File: config.mk
export PLATFORM = sky130hd
export DESIGN_NAME = decode_64b_67b
export DESIGN_NICKNAME = d
export VERILOG_FILES = /design/src/rtl/decode_64b_67b_pkg.sv /design/src/rtl/block_lock_fsm_67b.sv /design/src/rtl/decode_64b_67b.sv
export SDC_FILE = /design/constraint.sdc
export NUM_CORES = 1
export LEC_CHECK = 0
export ABC_CLOCK_PERIOD_IN_PS = 3860
export BUFFER_PORTS_ARGS = -buffer_cell sky130_fd_sc_hd__buf_2
export CORE_ASPECT_RATIO = 1.4
export CORE_MARGIN = 4
export CORE_UTILIZATION = 45
export DETAILED_ROUTE_END_ITERATION = 16
export HOLD_SLACK_MARGIN = 0.12
export PLACE_DENSITY = 0.72
export SLEW_MARGIN = 10
export SYNTH_ARGS = -nofsm -noshare
export SYNTH_HDL_FRONTEND = slang
export SYNTH_SLANG_ARGS = --single-unit
export TNS_END_PERCENT = 10
File: constraint.sdc
create_clock -name USER_CLK -period 3.86 [get_ports USER_CLK]
set_clock_uncertainty 0.2 [all_clocks]
set_input_delay 0.193 -clock USER_CLK [delete_from_list [all_inputs] [get_ports USER_CLK]]
set_output_delay 0.193 -clock USER_CLK [all_outputs]
set_load 0.01 [all_outputs]
File: src/rtl/decode_64b_67b_pkg.sv
// ---------------------------------------------------------------------------
// decode_64b_67b_pkg
// Shared definitions for the 64B/67B lane encoder and decoder:
//   - block-lock FSM state encoding
//   - sync header values (data / control)
//   - bit positions inside the 80-bit gearbox word
//   - small header/payload helper functions
// ---------------------------------------------------------------------------
package decode_64b_67b_pkg;

    // Block-lock state machine states
    typedef enum logic [1:0] {
        ST_HUNT   = 2'b00,
        ST_WAIT   = 2'b01,
        ST_LOCKED = 2'b10
    } lock_state_e;

    // Sync header values; 2'b00 and 2'b11 never appear on a healthy lane
    localparam logic [1:0] SH_DATA = 2'b01;
    localparam logic [1:0] SH_CTRL = 2'b10;

    // Field positions in the 80-bit word delivered by the RX gearbox
    localparam int WORD_W    = 80;
    localparam int PAYLOAD_W = 64;
    localparam int INV_BIT   = 66;
    localparam int SH_MSB    = 65;
    localparam int SH_LSB    = 64;
    localparam int PAD_LSB   = 67;

    // A header is legal exactly when its two bits differ
    function automatic logic sh_is_valid(input logic [1:0] sh);
        return sh[1] ^ sh[0];
    endfunction

    // Undo the transmit-side disparity inversion of the payload
    function automatic logic [PAYLOAD_W-1:0] restore_payload(
        input logic                 inv,
        input logic [PAYLOAD_W-1:0] payload
    );
        logic [PAYLOAD_W-1:0] mask;
        mask = {PAYLOAD_W{inv}};
        return payload ^ mask;
    endfunction

endpackage : decode_64b_67b_pkg

File: src/rtl/block_lock_fsm_67b.sv
// ---------------------------------------------------------------------------
// block_lock_fsm_67b
// Interlaken-style block-lock state machine. Hunts for LOCK_COUNT consecutive
// valid sync headers, then watches WINDOW-word windows and drops lock when
// ERR_LIMIT invalid headers land in one window. Every exit to WAIT raises a
// one-cycle SLIP request to the gearbox, after which SLIP_WAIT cycles are
// ignored while the gearbox re-aligns.
//
// Ports:
//   USER_CLK      clock
//   SYSTEM_RESET  asynchronous active-high reset
//   PASSTHROUGH   forces HUNT with all counters cleared
//   word_valid    a word is present this cycle
//   header_valid  the present word carries a legal sync header
//   BLOCK_LOCK    registered: FSM is in LOCKED
//   SLIP          registered one-cycle slip request
//   in_wait       registered: FSM is in WAIT (input is being ignored)
// ---------------------------------------------------------------------------
module block_lock_fsm_67b
    import decode_64b_67b_pkg::*;
#(
    parameter int LOCK_COUNT = 64,
    parameter int WINDOW     = 64,
    parameter int ERR_LIMIT  = 16,
    parameter int SLIP_WAIT  = 32
) (
    input  logic USER_CLK,
    input  logic SYSTEM_RESET,
    input  logic PASSTHROUGH,
    input  logic word_valid,
    input  logic header_valid,
    output logic BLOCK_LOCK,
    output logic SLIP,
    output logic in_wait
);

    localparam int SH_W   = $clog2(LOCK_COUNT + 1);
    localparam int WIN_W  = $clog2(WINDOW + 1);
    localparam int ERR_W  = $clog2(ERR_LIMIT + 1);
    localparam int WAIT_W = $clog2(SLIP_WAIT + 1);

    lock_state_e       state_r;
    lock_state_e       state_nxt_s;
    logic [SH_W-1:0]   sh_cnt_r;
    logic [SH_W-1:0]   sh_cnt_nxt_s;
    logic [SH_W-1:0]   sh_inc_s;
    logic [WIN_W-1:0]  win_cnt_r;
    logic [WIN_W-1:0]  win_cnt_nxt_s;
    logic [WIN_W-1:0]  win_inc_s;
    logic [ERR_W-1:0]  err_cnt_r;
    logic [ERR_W-1:0]  err_cnt_nxt_s;
    logic [ERR_W-1:0]  err_inc_s;
    logic [WAIT_W-1:0] wait_cnt_r;
    logic [WAIT_W-1:0] wait_cnt_nxt_s;
    logic              block_lock_r;
    logic              slip_r;
    logic              in_wait_r;
    logic              lock_s;
    logic              slip_s;
    logic              wait_s;

    // State, counter and registered-output update
    always_ff @(posedge USER_CLK or posedge SYSTEM_RESET) begin
        if (SYSTEM_RESET) begin
            state_r      <= ST_HUNT;
            sh_cnt_r     <= '0;
            win_cnt_r    <= '0;
            err_cnt_r    <= '0;
            wait_cnt_r   <= '0;
            block_lock_r <= 1'b0;
            slip_r       <= 1'b0;
            in_wait_r    <= 1'b0;
        end else begin
            state_r      <= state_nxt_s;
            sh_cnt_r     <= sh_cnt_nxt_s;
            win_cnt_r    <= win_cnt_nxt_s;
            err_cnt_r    <= err_cnt_nxt_s;
            wait_cnt_r   <= wait_cnt_nxt_s;
            block_lock_r <= lock_s;
            slip_r       <= slip_s;
            in_wait_r    <= wait_s;
        end
    end

    // Next-state and counter logic
    always_comb begin
        state_nxt_s    = state_r;
        sh_cnt_nxt_s   = sh_cnt_r;
        win_cnt_nxt_s  = win_cnt_r;
        err_cnt_nxt_s  = err_cnt_r;
        wait_cnt_nxt_s = wait_cnt_r;
        sh_inc_s       = sh_cnt_r + SH_W'(1);
        win_inc_s      = win_cnt_r + WIN_W'(1);
        // The current word's error is folded in before the limit/window tests,
        // so an error on the last word of a window is still counted.
        err_inc_s      = header_valid ? err_cnt_r : (err_cnt_r + ERR_W'(1));

        if (PASSTHROUGH) begin
            state_nxt_s    = ST_HUNT;
            sh_cnt_nxt_s   = '0;
            win_cnt_nxt_s  = '0;
            err_cnt_nxt_s  = '0;
            wait_cnt_nxt_s = '0;
        end else begin
            case (state_r)
                ST_HUNT: begin
                    if (word_valid) begin
                        if (header_valid) begin
                            if (sh_inc_s == SH_W'(LOCK_COUNT)) begin
                                state_nxt_s  = ST_LOCKED;
                                sh_cnt_nxt_s = '0;
                            end else begin
                                sh_cnt_nxt_s = sh_inc_s;
                            end
                        end else begin
                            state_nxt_s    = ST_WAIT;
                            sh_cnt_nxt_s   = '0;
                            wait_cnt_nxt_s = '0;
                        end
                    end else begin
                        state_nxt_s = ST_HUNT;
                    end
                end
                ST_WAIT: begin
                    // Counts clock cycles, not words: the gearbox realigns in time
                    if (wait_cnt_r == WAIT_W'(SLIP_WAIT - 1)) begin
                        state_nxt_s    = ST_HUNT;
                        wait_cnt_nxt_s = '0;
                    end else begin
                        wait_cnt_nxt_s = wait_cnt_r + WAIT_W'(1);
                    end
                end
                ST_LOCKED: begin
                    if (word_valid) begin
                        if (err_inc_s == ERR_W'(ERR_LIMIT)) begin
                            state_nxt_s    = ST_WAIT;
                            win_cnt_nxt_s  = '0;
                            err_cnt_nxt_s  = '0;
                            wait_cnt_nxt_s = '0;
                        end else if (win_inc_s == WIN_W'(WINDOW)) begin
                            win_cnt_nxt_s = '0;
                            err_cnt_nxt_s = '0;
                        end else begin
                            win_cnt_nxt_s = win_inc_s;
                            err_cnt_nxt_s = err_inc_s;
                        end
                    end else begin
                        state_nxt_s = ST_LOCKED;
                    end
                end
                default: begin
                    state_nxt_s    = ST_HUNT;
                    sh_cnt_nxt_s   = '0;
                    win_cnt_nxt_s  = '0;
                    err_cnt_nxt_s  = '0;
                    wait_cnt_nxt_s = '0;
                end
            endcase
        end
    end

    // Outputs derived from the transition; any entry into WAIT is a slip
    always_comb begin
        lock_s = 1'b0;
        slip_s = 1'b0;
        wait_s = 1'b0;
        case (state_nxt_s)
            ST_LOCKED: begin
                lock_s = 1'b1;
            end
            ST_WAIT: begin
                wait_s = 1'b1;
                slip_s = (state_r != ST_WAIT);
            end
            ST_HUNT: begin
                lock_s = 1'b0;
            end
            default: begin
                lock_s = 1'b0;
            end
        endcase
    end

    assign BLOCK_LOCK = block_lock_r;
    assign SLIP       = slip_r;
    assign in_wait    = in_wait_r;

endmodule : block_lock_fsm_67b

File: src/rtl/decode_64b_67b.sv
// ---------------------------------------------------------------------------
// decode_64b_67b
// Receive-side 64B/67B decoder. Strips the inversion flag, restores the
// 64-bit payload, reports the sync header, flags and counts invalid headers,
// and drives gearbox bit slips through block_lock_fsm_67b until the lane is
// block-locked.
//
// Ports:
//   USER_CLK        clock
//   SYSTEM_RESET    asynchronous active-high reset
//   PASSTHROUGH     bypass decode and lock logic
//   DATA_IN[79:0]   [66] inversion flag, [65:64] header, [63:0] payload
//   DATA_VALID_IN   DATA_IN carries a word this cycle
//   DATA_OUT[63:0]  decoded payload
//   HEADER_OUT[1:0] received sync header
//   DATA_VALID_OUT  DATA_OUT/HEADER_OUT valid
//   HEADER_ERR      one-cycle pulse: registered word had an invalid header
//   BLOCK_LOCK      lane is block-locked
//   SLIP            one-cycle bit-slip request to the gearbox
//   ERR_COUNT[15:0] saturating invalid-header count
// ---------------------------------------------------------------------------
module decode_64b_67b
    import decode_64b_67b_pkg::*;
#(
    parameter int LOCK_COUNT = 64,
    parameter int WINDOW     = 64,
    parameter int ERR_LIMIT  = 16,
    parameter int SLIP_WAIT  = 32
) (
    input  logic                 USER_CLK,
    input  logic                 SYSTEM_RESET,
    input  logic                 PASSTHROUGH,
    input  logic [WORD_W-1:0]    DATA_IN,
    input  logic                 DATA_VALID_IN,
    output logic [PAYLOAD_W-1:0] DATA_OUT,
    output logic [1:0]           HEADER_OUT,
    output logic                 DATA_VALID_OUT,
    output logic                 HEADER_ERR,
    output logic                 BLOCK_LOCK,
    output logic                 SLIP,
    output logic [15:0]          ERR_COUNT
);

    logic [PAYLOAD_W-1:0] payload_s;
    logic [1:0]           header_s;
    logic                 inv_s;
    logic                 header_valid_s;
    logic                 unused_pad_bits_s;
    logic                 block_lock_s;
    logic                 slip_s;
    logic                 in_wait_s;

    logic [PAYLOAD_W-1:0] data_r;
    logic [PAYLOAD_W-1:0] data_nxt_s;
    logic [1:0]           header_r;
    logic [1:0]           header_nxt_s;
    logic                 valid_r;
    logic                 valid_nxt_s;
    logic                 header_err_r;
    logic                 header_err_nxt_s;
    logic [15:0]          err_count_r;
    logic [15:0]          err_count_nxt_s;

    assign payload_s         = DATA_IN[PAYLOAD_W-1:0];
    assign header_s          = DATA_IN[SH_MSB:SH_LSB];
    assign inv_s             = DATA_IN[INV_BIT];
    assign header_valid_s    = sh_is_valid(header_s);
    // Gearbox pad bits carry nothing; reduced here so they are visibly consumed
    assign unused_pad_bits_s = ^DATA_IN[WORD_W-1:PAD_LSB];

    block_lock_fsm_67b #(
        .LOCK_COUNT (LOCK_COUNT),
        .WINDOW     (WINDOW),
        .ERR_LIMIT  (ERR_LIMIT),
        .SLIP_WAIT  (SLIP_WAIT)
    ) u_block_lock_fsm (
        .USER_CLK     (USER_CLK),
        .SYSTEM_RESET (SYSTEM_RESET),
        .PASSTHROUGH  (PASSTHROUGH),
        .word_valid   (DATA_VALID_IN),
        .header_valid (header_valid_s),
        .BLOCK_LOCK   (block_lock_s),
        .SLIP         (slip_s),
        .in_wait      (in_wait_s)
    );

    // Next values for the decode datapath and error reporting.
    // block_lock_s / in_wait_s are registered FSM flags, i.e. they describe
    // the state in which the current word is being sampled.
    always_comb begin
        data_nxt_s       = data_r;
        header_nxt_s     = header_r;
        valid_nxt_s      = 1'b0;
        header_err_nxt_s = 1'b0;
        if (PASSTHROUGH) begin
            if (DATA_VALID_IN) begin
                data_nxt_s   = payload_s;
                header_nxt_s = header_s;
            end else begin
                data_nxt_s   = data_r;
                header_nxt_s = header_r;
            end
            valid_nxt_s      = DATA_VALID_IN;
            header_err_nxt_s = 1'b0;
        end else begin
            if (DATA_VALID_IN) begin
                data_nxt_s   = restore_payload(inv_s, payload_s);
                header_nxt_s = header_s;
            end else begin
                data_nxt_s   = data_r;
                header_nxt_s = header_r;
            end
            valid_nxt_s      = DATA_VALID_IN & block_lock_s;
            header_err_nxt_s = DATA_VALID_IN & ~header_valid_s & ~in_wait_s;
        end
    end

    // Saturating invalid-header counter; only reset clears it
    always_comb begin
        if (header_err_nxt_s && (err_count_r != 16'hFFFF)) begin
            err_count_nxt_s = err_count_r + 16'd1;
        end else begin
            err_count_nxt_s = err_count_r;
        end
    end

    // Output registers
    always_ff @(posedge USER_CLK or posedge SYSTEM_RESET) begin
        if (SYSTEM_RESET) begin
            data_r       <= '0;
            header_r     <= 2'b00;
            valid_r      <= 1'b0;
            header_err_r <= 1'b0;
            err_count_r  <= 16'd0;
        end else begin
            data_r       <= data_nxt_s;
            header_r     <= header_nxt_s;
            valid_r      <= valid_nxt_s;
            header_err_r <= header_err_nxt_s;
            err_count_r  <= err_count_nxt_s;
        end
    end

    assign DATA_OUT       = data_r;
    assign HEADER_OUT     = header_r;
    assign DATA_VALID_OUT = valid_r;
    assign HEADER_ERR     = header_err_r;
    assign BLOCK_LOCK     = block_lock_s;
    assign SLIP           = slip_s;
    assign ERR_COUNT      = err_count_r;

endmodule : decode_64b_67b

==> impl_metrics.prom <==
# TYPE chip_impl_metric gauge
chip_impl_info{name="outcome",value="completed"} 1
chip_impl_metric{name="final_layout_size_suffix_gt1_share",unit="%"} 25.9
chip_impl_metric{name="power.share.sequential",unit="%"} 38.9
chip_impl_metric{name="synth_edf_count",unit=""} 0
chip_impl_metric{name="chipHeight",unit="um"} 139
chip_impl_metric{name="static-leakage-power",unit="nW"} 3.46
chip_impl_metric{name="yosys_register_bits",unit=""} 114
chip_impl_info{name="final_cell_mix",value="sky130_fd_sc_hd__buf_2 (155), sky130_fd_sc_hd__dfrtp_1 (114), sky130_fd_sc_hd__nor2_1 (86)"} 1
chip_impl_metric{name="first_global_vias",unit=""} 5284
chip_impl_metric{name="power_density",unit="nW/um^2"} 462
chip_impl_metric{name="insertedDiodeCount",unit=""} 0
chip_impl_metric{name="grt_antenna_before_repair",unit=""} 0
chip_impl_metric{name="drt_pass1_iterations",unit=""} 5
chip_impl_metric{name="post_synth_fa_ha_maj_area_fraction",unit="%"} 2.04
chip_impl_metric{name="timing.max_cap.violations",unit=""} 0
chip_impl_metric{name="synth_async_sr_flop_share",unit="%"} 100
chip_impl_metric{name="htreeDepth",unit=""} 4
chip_impl_info{name="min-delay-start",value="DATA_IN[66]"} 1
chip_impl_metric{name="synth_xor_area_share",unit="%"} 12.9
chip_impl_metric{name="layout-area-overhead-vs-synth",unit="%"} 40.5
chip_impl_metric{name="setup-violations-final",unit=""} 0
chip_impl_metric{name="finalInstanceArea",unit="sq um"} 7740
chip_impl_metric{name="postRouteWirelength",unit="mm"} 15.5
chip_impl_info{name="cts_tree",value="done"} 1
chip_impl_metric{name="cell_area_synth",unit="sq um"} 5510
chip_impl_metric{name="period_minus_slack",unit="ns"} 3.16
chip_impl_metric{name="synth.distinct_cells",unit=""} 51
chip_impl_metric{name="arrival",unit="ns"} 3.29
chip_impl_metric{name="initial_core_util",unit="%"} 46.4
chip_impl_metric{name="p_switching",unit="mW"} 1.03
chip_impl_metric{name="port_buffers",unit=""} 156
chip_impl_metric{name="worst_reg2reg_setup_slack",unit="ns"} 0.91
chip_impl_metric{name="worstMarginPinSlew",unit="ns"} 1.16
chip_impl_metric{name="global_placer_s_final_weighted_congestion",unit=""} 0.851
chip_impl_metric{name="worstPathBufferInverterCount",unit=""} 3
chip_impl_metric{name="vdd_drop_max",unit="uV"} 286
chip_impl_metric{name="post_cts.resized_instances",unit=""} 0
chip_impl_metric{name="worst_setup_hold_path_clk_slew",unit="ns"} 0.06
chip_impl_info{name="worst_r2r_endpoint",value="u_block_lock_fsm.wait_cnt_r[5]"} 1
chip_impl_metric{name="synth.avg_cell_area",unit="sq um"} 9.84
chip_impl_info{name="grt_setup_unrepaired",value="false"} 1
chip_impl_metric{name="die_width",unit="um"} 102
chip_impl_metric{name="drt_iter0_markers",unit=""} 194
chip_impl_metric{name="yosysWarnings",unit=""} 0
chip_impl_metric{name="synthSimpleGateAreaFrac",unit="%"} 15.5
chip_impl_metric{name="instances_no_fill",unit=""} 945
chip_impl_metric{name="worst_case_reg_to_reg_path_depth",unit=""} 8
chip_impl_info{name="layout.cells.most_common",value="sky130_fd_sc_hd__buf_2"} 1
chip_impl_metric{name="grt_max_degree",unit=""} 129
chip_impl_metric{name="route.detailed.drc",unit=""} 0
chip_impl_metric{name="post-dp-hpwl",unit="mm"} 9.56
chip_impl_metric{name="fin_util",unit="%"} 65.2
chip_impl_info{name="crit-reg2reg-launch",value="u_block_lock_fsm.err_cnt_r[0]"} 1
chip_impl_metric{name="power.switching_fraction",unit="%"} 28.9
chip_impl_metric{name="cts_hold_repair.buffers",unit=""} 71
chip_impl_metric{name="globalRouteMet2Util",unit="%"} 37.7
chip_impl_metric{name="share_comb_of_total_power",unit="%"} 16.6
chip_impl_info{name="launching_instance_or_port_of_the_critical_path",value="DATA_IN[65]"} 1
chip_impl_metric{name="mappedNetlistNets",unit=""} 653
chip_impl_info{name="hold_path_class",value="in2reg"} 1
chip_impl_metric{name="antenna_left",unit=""} 0
chip_impl_metric{name="vias",unit=""} 5056
chip_impl_metric{name="detail_route.wl_per_cell",unit="um"} 16.4
chip_impl_info{name="main_combinational_cell_family_by_area_after_synthesis",value="simple AND/OR/NAND/NOR gates"} 1
chip_impl_metric{name="placed_cells",unit=""} 842
chip_impl_metric{name="clk_latency",unit="ns"} 0.41
chip_impl_metric{name="core",unit="sq um"} 11900
chip_impl_metric{name="die_area",unit="sq um"} 14100
chip_impl_metric{name="clock_power_share",unit="%"} 44.5
chip_impl_metric{name="sequential_area_share_after_synthesis",unit="%"} 51.8
chip_impl_metric{name="viasPerCell",unit=""} 5.35
chip_impl_metric{name="power_report.internal_total",unit="mW"} 2.54
chip_impl_metric{name="worstHoldPathCells",unit=""} 4
chip_impl_metric{name="timing.final.hold_violations",unit=""} 0
chip_impl_info{name="top_usage_layer_grt",value="met2"} 1
chip_impl_metric{name="fmax",unit="GHz"} 0.316
chip_impl_info{name="start_kind",value="input pin"} 1
chip_impl_metric{name="fin_crit_sh",unit="%"} 82.0
chip_impl_metric{name="synth_compound_area_share",unit="%"} 13.4
chip_impl_metric{name="tns",unit="ns"} 0
chip_impl_metric{name="post_detailed_placement_cell_area",unit="sq um"} 6430
chip_impl_metric{name="cts_setup_buffers",unit=""} 0
chip_impl_metric{name="filler_cell_count",unit=""} 903
chip_impl_metric{name="gr-total-overflow",unit=""} 0
chip_impl_metric{name="gr-usage-met3",unit="%"} 7.50
chip_impl_info{name="crit_family",value="buffers and inverters"} 1
chip_impl_metric{name="grt_util_met1",unit="%"} 26.8
chip_impl_metric{name="grt_pass1_wl",unit="mm"} 25.7
chip_impl_metric{name="synthesis.instances",unit=""} 560
chip_impl_metric{name="globalRouteTotalUtil",unit="%"} 22.7
chip_impl_metric{name="timing.critical_path.slowest_cell_delay",unit="ns"} 0.56
chip_impl_info{name="worstSetupPathType",value="in2reg"} 1
chip_impl_metric{name="post_synth_mux_area_share",unit="%"} 1.77
chip_impl_info{name="worstSetupEndpointType",value="register"} 1
chip_impl_info{name="worst_path_max_delay_cell",value="sky130_fd_sc_hd__xnor2_1"} 1
chip_impl_metric{name="relSlewSlack",unit="%"} 22.9
chip_impl_info{name="crit_chain",value="dlygate4sd3_1 > buf_2 > xnor2_1 > nand4b_1 > a222oi_1 > buf_4 > o21ai_1 > or4_1 > a21oi_1"} 1
chip_impl_metric{name="layout_nets",unit=""} 878
chip_impl_metric{name="cts-buffers-inserted",unit=""} 17
chip_impl_metric{name="cts-root-to-sink-buffers",unit=""} 2
chip_impl_metric{name="worstPathRequired",unit="ns"} 3.99
chip_impl_info{name="cts.root.buffer_cell",value="sky130_fd_sc_hd__clkbuf_16"} 1
chip_impl_info{name="synth_top_flop_cell",value="sky130_fd_sc_hd__dfrtp_1"} 1
chip_impl_metric{name="fp-row-count",unit=""} 47
chip_impl_metric{name="numClockSinks",unit=""} 114
chip_impl_metric{name="slew_viol_final",unit=""} 0
chip_impl_metric{name="hold-worst-slack",unit="ns"} 0.234
chip_impl_metric{name="critPathMaxFanout",unit=""} 12
chip_impl_metric{name="ioPinCount",unit=""} 170
chip_impl_info{name="hold_end",value="DATA_OUT[25]"} 1
==> registers in the layout (all words and copies together), names as in the netlist <==
name                         cells
HEADER_OUT                       2
u_block_lock_fsm.in_wait         1
DATA_VALID_OUT                   1
u_block_lock_fsm.SLIP            1
u_block_lock_fsm.sh_cnt_r        7
u_block_lock_fsm.wait_cnt_r      6
DATA_OUT                        64
u_block_lock_fsm.win_cnt_r       7
u_block_lock_fsm.state_r         2
u_block_lock_fsm.BLOCK_LOCK      1
ERR_COUNT                       16
u_block_lock_fsm.err_cnt_r       5
HEADER_ERR                       1
==> power groups by stage <==
stage | Sequential, mW | Clock [mW] | Combinational (mW)
4_1_cts | 1.39 | 1.61 | 0.582
5_1_grt | 1.41 | 1.67 | 0.650
6_report | 1.39 | 1.59 | 0.592
3_3_place_gp | 1.40 | 0 | 0.510
3_5_place_dp | 1.40 | 0 | 0.524
2_1_floorplan | 1.45 | 0 | 0.245
==> metrics by stage <==
| stage | total power [mW] | worst slack, ns |
|---|---|---|
| 2_1_floorplan | 1.69 | 0.451 |
| 3_3_place_gp | 1.91 | 1.10 |
| 3_5_place_dp | 1.93 | 0.888 |
| 4_1_cts | 3.58 | 0.734 |
| 5_1_grt | 3.73 | 0.500 |
| 6_report | 3.58 | 0.695 |
==> tightest hold or removal path, stage by stage <==
cell and delay, ns:
sky130_fd_sc_hd__buf_2 0.10, sky130_fd_sc_hd__nor2b_4 0.24, sky130_fd_sc_hd__xnor2_1 0.19, sky130_fd_sc_hd__a21oi_1 0.06
==> cells in the mapped netlist, types with 6 or more instances <==
| master | instances | area share, % |
|---|---|---|
| sky130_fd_sc_hd__o21ai_0 | 18 | 1.6 |
| sky130_fd_sc_hd__dfrtp_1 | 114 | 52 |
| sky130_fd_sc_hd__clkbuf_1 | 24 | 1.6 |
| sky130_fd_sc_hd__o31ai_1 | 6 | 0.82 |
| sky130_fd_sc_hd__a21oi_1 | 79 | 7.2 |
| sky130_fd_sc_hd__or3_1 | 6 | 0.68 |
| sky130_fd_sc_hd__inv_1 | 9 | 0.61 |
| sky130_fd_sc_hd__xnor2_1 | 78 | 12 |
| sky130_fd_sc_hd__mux2_2 | 6 | 1.2 |
| sky130_fd_sc_hd__ha_1 | 9 | 2.0 |
| sky130_fd_sc_hd__nand3_1 | 17 | 1.5 |
| sky130_fd_sc_hd__nand2_1 | 28 | 1.9 |
| sky130_fd_sc_hd__nor2_1 | 86 | 5.9 |
==> worst max path at each step <==
stage / end / slack [ns] / cells past startpoint
2_1_floorplan: DATA_OUT[0] / 0.45 / 1
3_3_place_gp: u_block_lock_fsm.wait_cnt_r[5] / 1.10 / 8
3_5_place_dp: u_block_lock_fsm.wait_cnt_r[5] / 0.89 / 8
4_1_cts: u_block_lock_fsm.wait_cnt_r[5] / 0.73 / 9
5_1_grt: u_block_lock_fsm.wait_cnt_r[5] / 0.50 / 9
6_report: u_block_lock_fsm.wait_cnt_r[5] / 0.70 / 9
==> final cells by class <==
type | count | area (sq um) | area share [%]
inverter | 9 | 36.3 | 0.469
tap | 147 | 184 | 2.38
timing repair buffer | 235 | 1550 | 20.1
clock buffer | 17 | 425 | 5.50
multi-input combinational | 408 | 2520 | 32.5
sequential | 114 | 2850 | 36.9
clock inverter | 15 | 169 | 2.18
==> cells by family (layout without fill, tap and decap cells) <==
group | count (synthesis) | after routing
simple gates | 180 | 180
fa+ha+maj | 9 | 9
flops | 114 | 114
mux | 9 | 9
compound gates | 129 | 129
xor+xnor | 81 | 81
buf+inv | 38 | 276
==> metal layers <==
| layer | routed length [um] | share of wire [%] |
|---|---|---|
| met1 | 5940 | 38 |
| met4 | 395 | 2.5 |
| met5 | 0 | 0 |
| met3 | 1200 | 7.7 |
| met2 | 7980 | 51 |
No activity file was read; power rests on OpenSTA's default activity.
